--- config.mk ---
export PLATFORM = sky130hd
export DESIGN_NAME = player_cmd_arbiter
export DESIGN_NICKNAME = d
export VERILOG_FILES = /design/src/rtl/player_cmd_arbiter.sv
export SDC_FILE = /design/constraint.sdc
export NUM_CORES = 1
export LEC_CHECK = 0
export ABC_CLOCK_PERIOD_IN_PS = 3150
export BUFFER_PORTS_ARGS = -buffer_cell sky130_fd_sc_hd__buf_4
export CORE_MARGIN = 8
export CORE_UTILIZATION = 40
export CTS_CLUSTER_SIZE = 25
export DETAILED_ROUTE_END_ITERATION = 12
export SYNTH_ARGS = -nofsm -noshare
export SYNTH_HDL_FRONTEND = slang
export SYNTH_SLANG_ARGS = --single-unit
--- constraint.sdc ---
create_clock -name clk -period 3.15 [get_ports clk]
set_input_delay 0.4725 -clock clk [delete_from_list [all_inputs] [get_ports clk]]
set_output_delay 0.4725 -clock clk [all_outputs]
set_load 0.01 [all_outputs]
--- src/rtl/player_cmd_arbiter.sv ---
// Player command arbiter: turns damage, heal and move requests into one
// 16-bit player instruction at a time, held until the datapath accepts it.
module player_cmd_arbiter #(
   parameter logic [7:0]  HEAL_AMT   = 8'd10,
   parameter int unsigned MOVE_DIV   = 4,
   parameter int unsigned STARVE_MAX = 3
) (
   input  logic        clk,
   input  logic        reset,
   input  logic        dmg_pulse,
   input  logic [7:0]  dmg_val,
   input  logic        heal_pulse,
   input  logic        move_req,
   input  logic [1:0]  move_dir,
   output logic [15:0] insn,
   output logic        insn_valid,
   input  logic        insn_ready,
   output logic        busy
);

   localparam logic [3:0] OP_HPY     = 4'b0001;
   localparam logic [3:0] OP_DPY     = 4'b0010;
   localparam logic [3:0] OP_MOV     = 4'b0101;
   localparam logic [7:0] MOVE_LAST  = 8'(MOVE_DIV - 1);
   localparam logic [7:0] STARVE_LIM = 8'(STARVE_MAX);

   typedef enum logic {
      S_IDLE  = 1'b0,
      S_ISSUE = 1'b1
   } state_t;

   state_t      r_state;
   state_t      w_state_nxt;
   logic [15:0] r_insn;
   logic [15:0] w_insn_nxt;
   logic        r_insn_valid;
   logic        w_valid_nxt;
   logic [7:0]  r_pend_dmg;
   logic        r_heal_pend;
   logic [7:0]  r_starve_cnt;
   logic [7:0]  r_move_cnt;
   logic        r_move_token;

   logic        w_sel_hpy;
   logic        w_sel_dpy;
   logic        w_sel_mov;
   logic        w_accept;
   logic        w_acc_hpy;
   logic        w_acc_dpy;
   logic        w_acc_mov;
   logic        w_starved;
   logic        w_wrap;
   logic [7:0]  w_dmg_base;
   logic [8:0]  w_dmg_sum;
   logic [7:0]  w_dmg_nxt;

   assign w_accept  = (r_state == S_ISSUE) && insn_ready;
   assign w_acc_hpy = w_accept && (r_insn[15:12] == OP_HPY);
   assign w_acc_dpy = w_accept && (r_insn[15:12] == OP_DPY);
   assign w_acc_mov = w_accept && (r_insn[15:12] == OP_MOV);
   assign w_starved = r_heal_pend && (r_starve_cnt >= STARVE_LIM);
   assign w_wrap    = (r_move_cnt >= MOVE_LAST);

   // A damage pulse in the selection cycle starts a fresh accumulation.
   assign w_dmg_base = w_sel_dpy ? 8'd0 : r_pend_dmg;
   assign w_dmg_sum  = {1'b0, w_dmg_base} + {1'b0, dmg_val};
   assign w_dmg_nxt  = (dmg_pulse && (dmg_val != 8'd0)) ?
                       (w_dmg_sum[8] ? 8'hFF : w_dmg_sum[7:0]) : w_dmg_base;

   always_comb begin
      w_state_nxt = r_state;
      w_insn_nxt  = r_insn;
      w_valid_nxt = r_insn_valid;
      w_sel_hpy   = 1'b0;
      w_sel_dpy   = 1'b0;
      w_sel_mov   = 1'b0;
      case (r_state)
         S_IDLE: begin
            if (r_heal_pend && (w_starved || (r_pend_dmg == 8'd0))) begin
               w_sel_hpy   = 1'b1;
               w_insn_nxt  = {OP_HPY, HEAL_AMT, 4'b0000};
               w_valid_nxt = 1'b1;
               w_state_nxt = S_ISSUE;
            end else if (r_pend_dmg != 8'd0) begin
               w_sel_dpy   = 1'b1;
               w_insn_nxt  = {OP_DPY, r_pend_dmg, 4'b0000};
               w_valid_nxt = 1'b1;
               w_state_nxt = S_ISSUE;
            end else if (move_req && r_move_token) begin
               w_sel_mov   = 1'b1;
               w_insn_nxt  = {OP_MOV, 6'b000000, move_dir, 4'b0000};
               w_valid_nxt = 1'b1;
               w_state_nxt = S_ISSUE;
            end else begin
               w_state_nxt = S_IDLE;
            end
         end
         S_ISSUE: begin
            if (insn_ready) begin
               w_insn_nxt  = 16'h0000;
               w_valid_nxt = 1'b0;
               w_state_nxt = S_IDLE;
            end else begin
               w_state_nxt = S_ISSUE;
            end
         end
         default: begin
            w_insn_nxt  = 16'h0000;
            w_valid_nxt = 1'b0;
            w_state_nxt = S_IDLE;
         end
      endcase
   end

   // Wrap and accept on the same edge: the accept wins, so MOVs keep their spacing.
   always_ff @(posedge clk) begin
      if (reset) begin
         r_state      <= S_IDLE;
         r_insn       <= 16'h0000;
         r_insn_valid <= 1'b0;
         r_pend_dmg   <= 8'd0;
         r_heal_pend  <= 1'b0;
         r_starve_cnt <= 8'd0;
         r_move_cnt   <= 8'd0;
         r_move_token <= 1'b0;
      end else begin
         r_state      <= w_state_nxt;
         r_insn       <= w_insn_nxt;
         r_insn_valid <= w_valid_nxt;
         r_pend_dmg   <= w_dmg_nxt;
         r_heal_pend  <= (r_heal_pend && !w_sel_hpy) || heal_pulse;
         if (w_acc_hpy) begin
            r_starve_cnt <= 8'd0;
         end else if (w_acc_dpy && r_heal_pend && (r_starve_cnt < STARVE_LIM)) begin
            r_starve_cnt <= r_starve_cnt + 8'd1;
         end else begin
            r_starve_cnt <= r_starve_cnt;
         end
         r_move_cnt <= w_wrap ? 8'd0 : (r_move_cnt + 8'd1);
         if (w_acc_mov) begin
            r_move_token <= 1'b0;
         end else if (w_wrap) begin
            r_move_token <= 1'b1;
         end else begin
            r_move_token <= r_move_token;
         end
      end
   end

   assign insn       = r_insn;
   assign insn_valid = r_insn_valid;
   assign busy       = (r_pend_dmg != 8'd0) || r_heal_pend || r_insn_valid;

endmodule

==> impl_metrics.json <==
{
  "setup_viol": 0,
  "cts_made_buffers": 5,
  "required_ns": 3.30,
  "synthCells": 201,
  "ioPinCount": 34,
  "fmax_mhz": 332.6,
  "n_antenna_cell": 0,
  "start_util": 0.4052,
  "fillers": 449,
  "cpMostUsedCell": "a211o_1",
  "powerDensity_nw_per_um2": 495.3,
  "leakage_nw": 1.086,
  "port_buffers": 28,
  "ys_ff_latch": 39,
  "layout_commonest_cell": "dfxtp_1",
  "grt_pass1_wl_um": 7010,
  "cp.arrival_ns": 3.15,
  "drv_cap": 0,
  "rows": 25,
  "hold_viol": 0,
  "place_congestion": 0.7910,
  "cts-hold-fix-buffers": 0,
  "ys.flop_type": "dfxtp_1",
  "routed_wl_um": 4133,
  "crit_type": "flop to flop",
  "dr_total_vias": 1578,
  "final_cells": 300,
  "cts_htree_levels": 2,
  "coreArea_um2": 4598,
  "ys_warn_count": 0,
  "vias_per_cell": 5.260,
  "crit_chain": "or4_4 -> nor2_2 -> a211o_1 -> buf_4 -> nand2_1 -> inv_1 -> ha_4 -> a211o_1 -> a211oi_2 -> o21bai_1 -> a21oi_2 -> buf_6 -> a221oi_1",
  "finClkSkew_ns": 0.008458,
  "synth-async-reset-ratio": 0,
  "nNetsFinal": 273,
  "grt_pass1_vias": 1581,
  "drtPass1Iterations": 5,
  "layout_common_cells": "dfxtp_1, buf_4, nand2_1",
  "die_y_um": 84.25,
  "dp_cells": 289,
  "grt_start_max_net_pins": 27,
  "setup_ws_ns": 0.1431,
  "syn_to_final_growth_pct": 26.73,
  "cts.sinks": 39,
  "antenna_found_initial": 0,
  "drive_gt1_frac": 0.2764,
  "grt-ovfl-total": 0,
  "cp_max_fo": 6,
  "die-area_um2": 7097,
  "crit_slowest_cell": "or4_4",
  "crit_path_max_incr_delay_ns": 0.58,
  "maxSlewViolCount": 0,
  "synth.distinct_cells": 43,
  "track_usage": 0.1166,
  "syn_avg_cell_area_um2": 9.269,
  "fin_crit_sh": 0.9546,
  "regArea_um2": 780.7,
  "cts_tree": "built",
  "post-place-ws_ns": -0.07760,
  "path_clk_slew_ns": 0.07,
  "cts_root_buf": "clkbuf_8",
  "seq_area_frac_synth": 0.4191,
  "drtAntennaViolNets": 0,
  "drtIter0Drc": 34,
  "route.detailed.wl_per_inst_um": 13.78,
  "status": "completed",
  "clk_path_buf_depth": 2,
  "period_minus_slack_ns": 3.007,
  "ir_drop_v": 0.0001815,
  "die_w_um": 84.25,
  "endpoint_kind": "flop",
  "drc": 0,
  "cp-start-kind": "flop",
  "hpwlAfterDp_um": 3183,
  "netlist_area_um2": 1863,
  "synth_edf_count": 0,
  "insertion_delay_ns": 0.29,
  "multi_input_area_um2": 1080,
  "hold_path_class": "input pin to flop"
}
-- cell families after synthesis --
| kind of cell | Yosys count | synth area share |
|---|---|---|
| other cells | 1 | 0.002013 |
| flops | 39 | 0.4191 |
| mux | 1 | 0.005373 |
| xor+xnor | 5 | 0.02351 |
| fa+ha+maj | 11 | 0.07791 |
| compound gates | 53 | 0.2163 |
| simple gates | 67 | 0.1954 |
| buf+inv | 24 | 0.06044 |
-- report_power, final --
part / total (W) / switching (W) / leakage (nW) / internal [W]
clock network: 0.000335 / 0.000163 / 0.0470 / 0.000172
logic: 0.000289 / 0.000152 / 0.717 / 0.000137
registers: 0.000546 / 0.0000211 / 0.321 / 0.000525
total: 0.00117 / 0.000336 / 1.09 / 0.000833
-- per-layer routing --
| layer | vias to the layer above | wire length (um) | GRT usage |
|---|---|---|---|
| met3 | 6 | 175 | 0.03291 |
| met2 | 42 | 2007 | 0.1985 |
| met1 | 732 | 1875 | 0.1365 |
| met5 | - | 0 | 0 |
| li1 | 798 | - | - |
| met4 | 0 | 74 | 0.03768 |
-- cell usage after synthesis (2+ instances only) --
cell type	n	share of area
nor3_1	10	0.027
buf_4	6	0.024
nand3b_1	2	0.0081
a211oi_2	2	0.013
o21ai_0	4	0.011
nand2_1	16	0.032
a21oi_1	13	0.035
o21bai_1	2	0.0081
xor2_1	3	0.014
inv_1	13	0.026
a21o_1	3	0.012
a211o_1	2	0.0094
and2_1	8	0.027
a211oi_1	4	0.016
a22oi_1	6	0.024
dfxtp_1	39	0.42
or4_1	3	0.012
a221oi_1	8	0.038
clkbuf_1	5	0.010
or4_4	2	0.012
nor4_1	2	0.0067
nand4_1	2	0.0067
a311oi_1	2	0.0094
xnor2_1	2	0.0094
nor2_1	13	0.026
ha_1	10	0.067
nor2b_1	3	0.010
-- layout make-up --
type | instances | share of cell area
tap | 54 | 0.02862
timing repair buffer | 39 | 0.1256
clock buffer | 6 | 0.03498
sequential | 39 | 0.3307
inverter | 13 | 0.02067
clock inverter | 1 | 0.002120
multi-input combinational | 148 | 0.4573
-- sequential cells by signal, summed over array words and instances, names as in the netlist --
register / cells
r_move_cnt: 8
r_starve_cnt: 8
insn: 11
r_state: 1
insn_valid: 1
r_move_token: 1
r_heal_pend: 1
r_pend_dmg: 8
-- timing repair --
| item | CTS | global route |
|---|---|---|
| gates resized for setup | 2 | 11 |
| setup endpoints to repair | 7 | 8 |
| setup buffers | 1 | 3 |
| endpoints found under the hold margin | 0 | 0 |
| pin swaps | 3 | 8 |
-- worst max-delay path, delay by kind of cell (launching register included) --
kind,cells,cell delay [ns]
buffers and inverters,3,0.40
DFF,1,0.33
AOI/OAI and AO/OA,6,1.10
and+or+nand+nor,3,0.83
adders and majority gates,1,0.21
-- worst paths after layout --
kind	start	end	slack (ns)	cells after the start
setup / recovery	r_pend_dmg[4]	r_pend_dmg[5]	0.14	13
hold reg to reg	r_move_cnt[0]	r_move_cnt[0]	0.43	1
setup reg to reg	r_pend_dmg[4]	r_pend_dmg[5]	0.14	13
hold / removal	heal_pulse	r_heal_pend	0.40	3
-- metrics by stage --
stage / hold WS, ns / total power (W) / setup TNS (ns) / util / cell area [um^2]
after CTS: 0.3962 / 0.001157 / 0 / 0.4952 / 2277
after detailed placement: 0.4277 / 0.0008186 / -0.4343 / 0.4721 / 2171
after global routing: 0.3998 / 0.001230 / -0.01120 / 0.5135 / 2361
after floorplan: 0.4071 / 0.0007369 / 0 / - / 1904
after global placement: 0.4232 / 0.0008179 / 0 / 0.4721 / 2171
final: 0.4013 / 0.001169 / 0 / 0.5135 / 2361
(Power assumes the default switching activity.)
